File: src/rtl/contador_cronometro.sv
// ---------------------------------------------------------------------------
// contador_cronometro
// Stopwatch counter with a MM:SS.CC display (max 59:59.99). It has a lap mode
// that freezes the display while the internal count keeps running.
//
// Parameters
//   DIV           clock cycles per centisecond tick (2 .. 2^20)
//
// Ports
//   clk           sole clock, rising edge
//   rst_n         asynchronous active-low reset
//   iniciar_parar start/stop pulse (one cycle, synchronous)
//   zerar         clear pulse (one cycle, synchronous), highest priority
//   volta         lap pulse (one cycle, synchronous), ignored while stopped
//   cent_u/cent_d centiseconds BCD digits
//   seg_u/seg_d   seconds BCD digits
//   min_u/min_d   minutes BCD digits
//   rodando       high while the internal count advances
//   congelado     high while the display shows the lap snapshot
//   estouro       one-cycle pulse after wrapping 59:59.99 -> 00:00.00
// ---------------------------------------------------------------------------
module contador_cronometro #(
   parameter int DIV = 500000
) (
   input  logic       clk,
   input  logic       rst_n,
   input  logic       iniciar_parar,
   input  logic       zerar,
   input  logic       volta,
   output logic [3:0] cent_u,
   output logic [3:0] cent_d,
   output logic [3:0] seg_u,
   output logic [3:0] seg_d,
   output logic [3:0] min_u,
   output logic [3:0] min_d,
   output logic       rodando,
   output logic       congelado,
   output logic       estouro
);

   localparam int            PW      = $clog2(DIV);
   localparam logic [PW-1:0] PRE_MAX = PW'(DIV - 1);

   typedef enum logic [1:0] {
      PARADO   = 2'd0,
      CONTANDO = 2'd1,
      VOLTA    = 2'd2
   } estado_t;

   estado_t       estado;
   logic [PW-1:0] pre;
   // Packed BCD count, {min_d, min_u, seg_d, seg_u, cent_d, cent_u}
   logic [23:0]   cnt;
   logic [23:0]   snap;
   logic [23:0]   cnt_inc;
   logic [23:0]   disp;
   logic          ativo;
   logic          tick;
   logic          wrap;

   assign ativo = (estado != PARADO);
   assign tick  = ativo && (pre == PRE_MAX);

   // One-centisecond BCD increment with the ripple carry chain. The
   // seconds-tens and minutes-tens digits roll over at 5.
   always_comb begin
      cnt_inc = cnt;
      wrap    = 1'b0;
      if (cnt[3:0] != 4'd9) begin
         cnt_inc[3:0] = cnt[3:0] + 4'd1;
      end else begin
         cnt_inc[3:0] = 4'd0;
         if (cnt[7:4] != 4'd9) begin
            cnt_inc[7:4] = cnt[7:4] + 4'd1;
         end else begin
            cnt_inc[7:4] = 4'd0;
            if (cnt[11:8] != 4'd9) begin
               cnt_inc[11:8] = cnt[11:8] + 4'd1;
            end else begin
               cnt_inc[11:8] = 4'd0;
               if (cnt[15:12] != 4'd5) begin
                  cnt_inc[15:12] = cnt[15:12] + 4'd1;
               end else begin
                  cnt_inc[15:12] = 4'd0;
                  if (cnt[19:16] != 4'd9) begin
                     cnt_inc[19:16] = cnt[19:16] + 4'd1;
                  end else begin
                     cnt_inc[19:16] = 4'd0;
                     if (cnt[23:20] != 4'd5) begin
                        cnt_inc[23:20] = cnt[23:20] + 4'd1;
                     end else begin
                        cnt_inc[23:20] = 4'd0;
                        wrap           = 1'b1;
                     end
                  end
               end
            end
         end
      end
   end

   always_ff @(posedge clk or negedge rst_n) begin
      if (!rst_n) begin
         estado    <= PARADO;
         pre       <= '0;
         cnt       <= '0;
         snap      <= '0;
         rodando   <= 1'b0;
         congelado <= 1'b0;
         estouro   <= 1'b0;
      end else if (zerar) begin
         estado    <= PARADO;
         pre       <= '0;
         cnt       <= '0;
         snap      <= '0;
         rodando   <= 1'b0;
         congelado <= 1'b0;
         estouro   <= 1'b0;
      end else begin
         // The prescaler is frozen while stopped so a restart keeps the
         // fraction of the centisecond already elapsed.
         if (ativo) begin
            pre <= tick ? '0 : pre + 1'b1;
         end
         // A tick on the stopping edge still counts.
         if (tick) begin
            cnt <= cnt_inc;
         end
         estouro <= tick & wrap;

         case (estado)
            PARADO: begin
               if (iniciar_parar) begin
                  estado    <= CONTANDO;
                  rodando   <= 1'b1;
                  congelado <= 1'b0;
               end
            end
            CONTANDO: begin
               if (iniciar_parar) begin
                  estado    <= PARADO;
                  rodando   <= 1'b0;
                  congelado <= 1'b0;
               end else if (volta) begin
                  // Snapshot takes the pre-edge count, not cnt_inc.
                  estado    <= VOLTA;
                  snap      <= cnt;
                  rodando   <= 1'b1;
                  congelado <= 1'b1;
               end
            end
            VOLTA: begin
               if (iniciar_parar) begin
                  estado    <= PARADO;
                  rodando   <= 1'b0;
                  congelado <= 1'b0;
               end else if (volta) begin
                  estado    <= CONTANDO;
                  rodando   <= 1'b1;
                  congelado <= 1'b0;
               end
            end
            default: begin
               estado    <= PARADO;
               rodando   <= 1'b0;
               congelado <= 1'b0;
            end
         endcase
      end
   end

   // Display selection is a mux of registers, so the digits follow the count
   // on the same edge and switch to or from the snapshot on the state edge.
   assign disp   = (estado == VOLTA) ? snap : cnt;
   assign cent_u = disp[3:0];
   assign cent_d = disp[7:4];
   assign seg_u  = disp[11:8];
   assign seg_d  = disp[15:12];
   assign min_u  = disp[19:16];
   assign min_d  = disp[23:20];

endmodule

File: config.mk
export PLATFORM = sky130hd
export DESIGN_NAME = contador_cronometro
export DESIGN_NICKNAME = d
export VERILOG_FILES = /design/src/rtl/contador_cronometro.sv
export SDC_FILE = /design/constraint.sdc
export NUM_CORES = 1
export LEC_CHECK = 0
export CAP_MARGIN = 20
export CORE_AREA = 2 2 82 84
export DETAILED_ROUTE_END_ITERATION = 6
export DIE_AREA = 0 0 84 86
export GPL_ROUTABILITY_DRIVEN = 0
export PLACE_DENSITY_LB_ADDON = 0.08
export SLEW_MARGIN = 20
export SYNTH_ARGS = -nofsm -noshare
export SYNTH_HDL_FRONTEND = slang
export SYNTH_SLANG_ARGS = --single-unit
File: constraint.sdc
create_clock -name clk -period 5.4 [get_ports clk]
set_clock_uncertainty 0.15 [all_clocks]
set_input_delay 1.08 -clock clk [delete_from_list [all_inputs] [get_ports clk]]
set_output_delay 1.08 -clock clk [all_outputs]
set_load 0.02 [all_outputs]
# ---- After elaboration in Yosys (flattened, before gate mapping)
# Index checks and enable logic that the tools add are counted.
dict set report totals {
  reg_bits 72
  memories 0
  word_cells 100
  mem_bits_ro 0
  latch_bits 0
  ramBits 0
}
dict set report op_classes {
  eq_ne 19
  magnitude_cmp 0
  reduce_logical 16
  bitwise 1
  n_div 0
  addsub 7
  n_mul 0
  n_shift 0
  n_mux 45
}
# operator n
set ops {}
lappend ops {{$mux 24} 7}
lappend ops {{$mux 19} 3}
lappend ops {{$mux 4} 7}
lappend ops {{$add 4x1->4 const B} 6}
lappend ops {{$ne 4x4->1 const B} 6}
lappend ops {{$mux 20} 1}
lappend ops {{$add 19x1->19 const B} 1}
lappend ops {{$eq 19x19->1 const B} 1}
lappend ops {{$mux 16} 1}
lappend ops {{$mux 1} 15}
lappend ops {{$mux 12} 1}
lappend ops {{$mux 2} 6}
lappend ops {{$ne 2x2->1 const B} 5}
lappend ops {{$reduce_bool 2->1} 5}
lappend ops {{$reduce_and 3->1} 3}
lappend ops {{$mux 8} 1}
lappend ops {{$ne 4x3->1 const B} 2}
lappend ops {{$pmux 2 s3} 1}
lappend ops {{$reduce_and 6->1} 1}
lappend ops {{$reduce_and 5->1} 1}
lappend ops {{$ne 4x1->1 const B} 1}
lappend ops {{$reduce_and 2->1} 2}
lappend ops {{$reduce_and 4->1} 1}
lappend ops {{$ne 3x3->1 const B} 1}
lappend ops {{other kinds (9)} 9}

# ---- Longest topological paths before layout
dict set report depth {
  depth_word 9
  depth_mapped 9
  mapped_depth_nobuf 7
}

# ---- Worst setup path after synthesis
# Ideal clock, no wire load.
dict set report synth_timing {
  path_kind {reg2out}
  from {register estado[0]}
  to {output cent_d[0]}
  n_path_buf 2
  setup_slack_ns 2.606
  required_time_ns 4.170
  arrival_time_ns 1.564
  stages_incl_launch_ff 6
  cell_sequence {dfrtp_1 > inv_1 > ha_1 > clkbuf_1 > clkbuf_1 > mux2_2}
}
dict set report synth_between {
  elab_chain_cells 2
}
# element line
set synth_lines {}
lappend synth_lines {{start, declared} 50} ;# estado_t estado;
lappend synth_lines {{start signal, assigned} 104} ;# estado <= PARADO;
lappend synth_lines {{start signal, assigned} 112} ;# estado <= PARADO;
lappend synth_lines {{start signal, assigned} 134} ;# estado <= CONTANDO;
lappend synth_lines {{$eq 2x2->1} 174} ;# assign disp = (estado == VOLTA) ? snap : cnt;
lappend synth_lines {{$mux 24} 174}
lappend synth_lines {{end, declared} 31} ;# output logic [3:0] cent_d,
# Every way passes these cells.

# ---- Worst setup path after layout
dict set report layout_timing {
  from {register estado[0]}
  to {output seg_d[0]}
}
dict set report layout_between {
  elab_chain_cells 2
}
# element line
set layout_lines {}
lappend layout_lines {{$eq 2x2->1} 174}
lappend layout_lines {{$mux 24} 174}
lappend layout_lines {{end, declared} 33} ;# output logic [3:0] seg_d,
# Every way passes these cells.

==> qor.yml <==
outcome:
  status: "completed"
detailed_routing:
  routed_wirelength_um: 8260
  routed_wire_length_per_instance_um: 16.6
  drtAntennaViolNets: 0
  drt-pass1-iter-count: 4
  route.detailed.vias_per_inst: 6.12
  drt_drc_violations_left: 0
  drt-initial-drc-count: 127
  vias: 3034
synth:
  synthesis.area_um2: 3860
  synthesis.area_per_instance_um2: 10.0
  postSynthNetCount: 407
  yosysWarningCount: 0
  synth_cell_type_count: 42
  netlist_instances: 385
  synth.yosys.seq_area_share_pct: 46.7
  synth.ff_latch_count: 72
placement:
  place_ws_ns: 2.04
  detailedPlacementHpwl_um: 5460
  io_buffers: 31
clocking:
  cts_tree: "yes"
  cts_inserted_buffers: 9
  clock_transition_at_the_register_clock_pins_on_the_worst_setup_and_hold_paths_after_cts_ns: 0.07
  cts-root-buf: "sky130_fd_sc_hd__clkbuf_8"
  post_cts.repair.setup_buffers: 0
  cts.sink_count: 72
  cts_resized: 0
  clkLatencyLatePin_ns: 0.35
  post_cts_hold_buffer_count: 0
  ctsLongestPathBuffers: 2
  clock_tree.htree_level_count: 3
sta:
  final-setup-viol-count: 0
  maxClockFrequency_mhz: 283
  final.setup.tns_ns: 0
  timing.final.crit_share_pct: 65.4
  timing.max_slew.rel_slack_pct: 30.6
  fin_ws_ns: 1.87
  worst-slew-pin-transition_ns: 1.04
  rsz_0062_raised_after_global_routing: "false"
  drv_slew: 0
  hold_viol_final: 0
  final.min_clock_period_ns: 3.53
global_routing:
  globalRouteTotalUtil_pct: 24.5
  grt_max_degree: 38
  grt_first_pass_wirelength_um: 14300
  initial_antenna_violation_count: 0
  grt_pass1_vias: 3025
  grt.overflow.total: 0
worst_setup_path:
  end_kind: "output pin"
  crit_fanout: 33
  critPathKind: "flop to output pin"
  worstSetupStartpoint: "estado[0]"
  arrival_ns: 2.30
  worstReg2RegEnd: "cnt[19]"
  crit_path_end: "seg_d[0]"
  ff2ff_path_depth: 7
  reg2reg_from: "estado[0]"
  start_kind: "flop"
  worst_ep_required_time_ns: 4.17
  setup.reg_to_reg.worst_slack_ns: 2.40
power_and_ir_drop:
  cellPowerDensity_nw_per_um2: 274
  static-leakage-power_nw: 1.92
  vdd.ir_drop.worst_mv: 0.163
die:
  io_pins: 32
  core.rowCount: 29
  initial_utilization_pct: 61.5
  die_width_um: 84
  die_area_um2: 7220
  placeableCoreArea_um2: 6280
  die_height_um: 86
job:
  timing.max_cap.violations: 0
layout:
  antenna-diode-count: 0
  layout_commonest_cell: "sky130_fd_sc_hd__dfrtp_1"
  drive_above_1_share_pct: 10.3
  layout.core_utilization_pct: 70.6
  syn_to_final_growth_pct: 14.8
  final_cell_mix: "sky130_fd_sc_hd__dfrtp_1 (72), sky130_fd_sc_hd__nand2_1 (32), sky130_fd_sc_hd__nor2_1 (30), sky130_fd_sc_hd__clkdlybuf4s50_1 (30)"
  final_net_count: 436
hold_path:
  min_path_type: "flop to flop"
  holdPathStages: 1
==> metal layers <==
metal | wire (um) | global-route usage, % | vias to the layer above
li1 | - | - | 1448
met1 | 3860 | 34.5 | 1494
met2 | 3900 | 38.5 | 84
met3 | 401 | 4.43 | 8
met4 | 87 | 8.80 | 0
met5 | 0 | 0 | -
==> worst min path at each step <==
stage / startpoint / endpoint / slack, ns
2_1_floorplan: snap[3] / snap[3] / 0.32
4_1_cts: snap[0] / snap[0] / 0.36
3_5_place_dp: snap[14] / snap[14] / 0.33
5_1_grt: snap[7] / snap[7] / 0.37
3_3_place_gp: snap[22] / snap[22] / 0.33
6_report: snap[0] / snap[0] / 0.35
==> cell type report <==
| class | count | area [um^2] |
|---|---|---|
| clock buffer | 13 | 159 |
| clock inverter | 3 | 40.0 |
| fill | 467 | 1850 |
| inverter | 15 | 56.3 |
| multi-input combinational | 281 | 1940 |
| sequential | 72 | 1800 |
| tap | 77 | 96.3 |
| timing repair buffer | 35 | 335 |
==> worst max-delay path, cell delays in order (launching register included) <==
cell	delay, ns
sky130_fd_sc_hd__dfrtp_1	0.40
sky130_fd_sc_hd__inv_1	0.11
sky130_fd_sc_hd__ha_1	0.15
sky130_fd_sc_hd__buf_4	0.35
sky130_fd_sc_hd__mux2_2	0.38
sky130_fd_sc_hd__clkdlybuf4s50_1	0.54
==> power by group <==
group / internal (mW) / switching (mW) / leakage [nW]
Sequential: 0.561 / 0.0286 / 0.994
Combinational: 0.0759 / 0.111 / 0.825
Clock: 0.238 / 0.199 / 0.103
Total: 0.874 / 0.339 / 1.92
==> logic make-up (layout without fill, tap and decap cells) <==
| family | after synthesis | in the layout | share of synthesized area [%] |
|---|---|---|---|
| flip-flops | 72 | 72 | 46.7 |
| adder cells (fa/ha/maj) | 17 | 17 | 5.51 |
| AO/OA/AOI/OAI | 81 | 81 | 14.3 |
| AND/OR/NAND/NOR | 146 | 146 | 20.7 |
| XOR/XNOR | 17 | 17 | 3.86 |
| buffers and inverters | 32 | 66 | 3.14 |
| multiplexers | 20 | 20 | 5.77 |
==> Yosys cell counts <==
| library cell | instances | area, um^2 |
|---|---|---|
| sky130_fd_sc_hd__or4_1 | 5 | 37.5 |
| sky130_fd_sc_hd__inv_1 | 15 | 56.3 |
| sky130_fd_sc_hd__buf_1 | 1 | 3.75 |
| sky130_fd_sc_hd__mux2i_1 | 2 | 20.0 |
| sky130_fd_sc_hd__ha_1 | 17 | 213 |
| sky130_fd_sc_hd__dfrtp_1 | 72 | 1800 |
| sky130_fd_sc_hd__a21o_1 | 2 | 15.0 |
| sky130_fd_sc_hd__or2_2 | 2 | 12.5 |
| sky130_fd_sc_hd__nor2_1 | 30 | 113 |
| sky130_fd_sc_hd__clkbuf_1 | 15 | 56.3 |
| sky130_fd_sc_hd__nand3b_1 | 5 | 37.5 |
| sky130_fd_sc_hd__and4_1 | 3 | 26.3 |
| sky130_fd_sc_hd__a22o_1 | 24 | 210 |
| sky130_fd_sc_hd__nor2b_1 | 6 | 37.5 |
| sky130_fd_sc_hd__xor2_1 | 13 | 114 |
| sky130_fd_sc_hd__nand2b_1 | 5 | 31.3 |
| sky130_fd_sc_hd__nand2_1 | 32 | 120 |
| sky130_fd_sc_hd__a2111o_1 | 1 | 11.3 |
| sky130_fd_sc_hd__mux2_2 | 18 | 203 |
| sky130_fd_sc_hd__o31ai_1 | 7 | 52.6 |
| sky130_fd_sc_hd__a21oi_1 | 14 | 70.1 |
| sky130_fd_sc_hd__and2_1 | 2 | 12.5 |
| sky130_fd_sc_hd__nor3_1 | 4 | 20.0 |
| sky130_fd_sc_hd__or2_1 | 1 | 6.26 |
| sky130_fd_sc_hd__and3b_1 | 4 | 35.0 |
| sky130_fd_sc_hd__xnor2_1 | 4 | 35.0 |
| sky130_fd_sc_hd__and3_1 | 3 | 18.8 |
| sky130_fd_sc_hd__a31oi_2 | 1 | 12.5 |
| sky130_fd_sc_hd__nand3_1 | 18 | 90.1 |
| sky130_fd_sc_hd__or3_1 | 9 | 56.3 |
| sky130_fd_sc_hd__nor4_4 | 2 | 42.5 |
| sky130_fd_sc_hd__nor4b_1 | 1 | 8.76 |
| sky130_fd_sc_hd__o41ai_1 | 3 | 26.3 |
| sky130_fd_sc_hd__o21ai_0 | 24 | 120 |
| sky130_fd_sc_hd__buf_2 | 1 | 5.00 |
| sky130_fd_sc_hd__a32oi_1 | 1 | 8.76 |
| sky130_fd_sc_hd__nand4_1 | 8 | 50.1 |
| sky130_fd_sc_hd__nor4_1 | 4 | 25.0 |
| sky130_fd_sc_hd__a31oi_1 | 3 | 18.8 |
| sky130_fd_sc_hd__o22ai_1 | 1 | 6.26 |
| sky130_fd_sc_hd__or3b_1 | 1 | 8.76 |
| sky130_fd_sc_hd__nand4bb_1 | 1 | 11.3 |
==> flip-flops by register name, indices dropped and copies added, names as in the netlist <==
signal and cells:
congelado 1, cnt 24, pre 19, rodando 1, estado 2, snap 24, estouro 1
==> stage by stage <==
stage	total power, mW	cells	instance area, um^2	hold slack (ns)
2_1_floorplan	0.711	385	3860	0.317
3_3_place_gp	0.779	480	4230	0.332
3_5_place_dp	0.787	480	4230	0.335
4_1_cts	1.22	496	4430	0.356
5_1_grt	1.27	496	4430	0.369
6_report	1.21	496	4430	0.352
(Power assumes the default switching activity.)
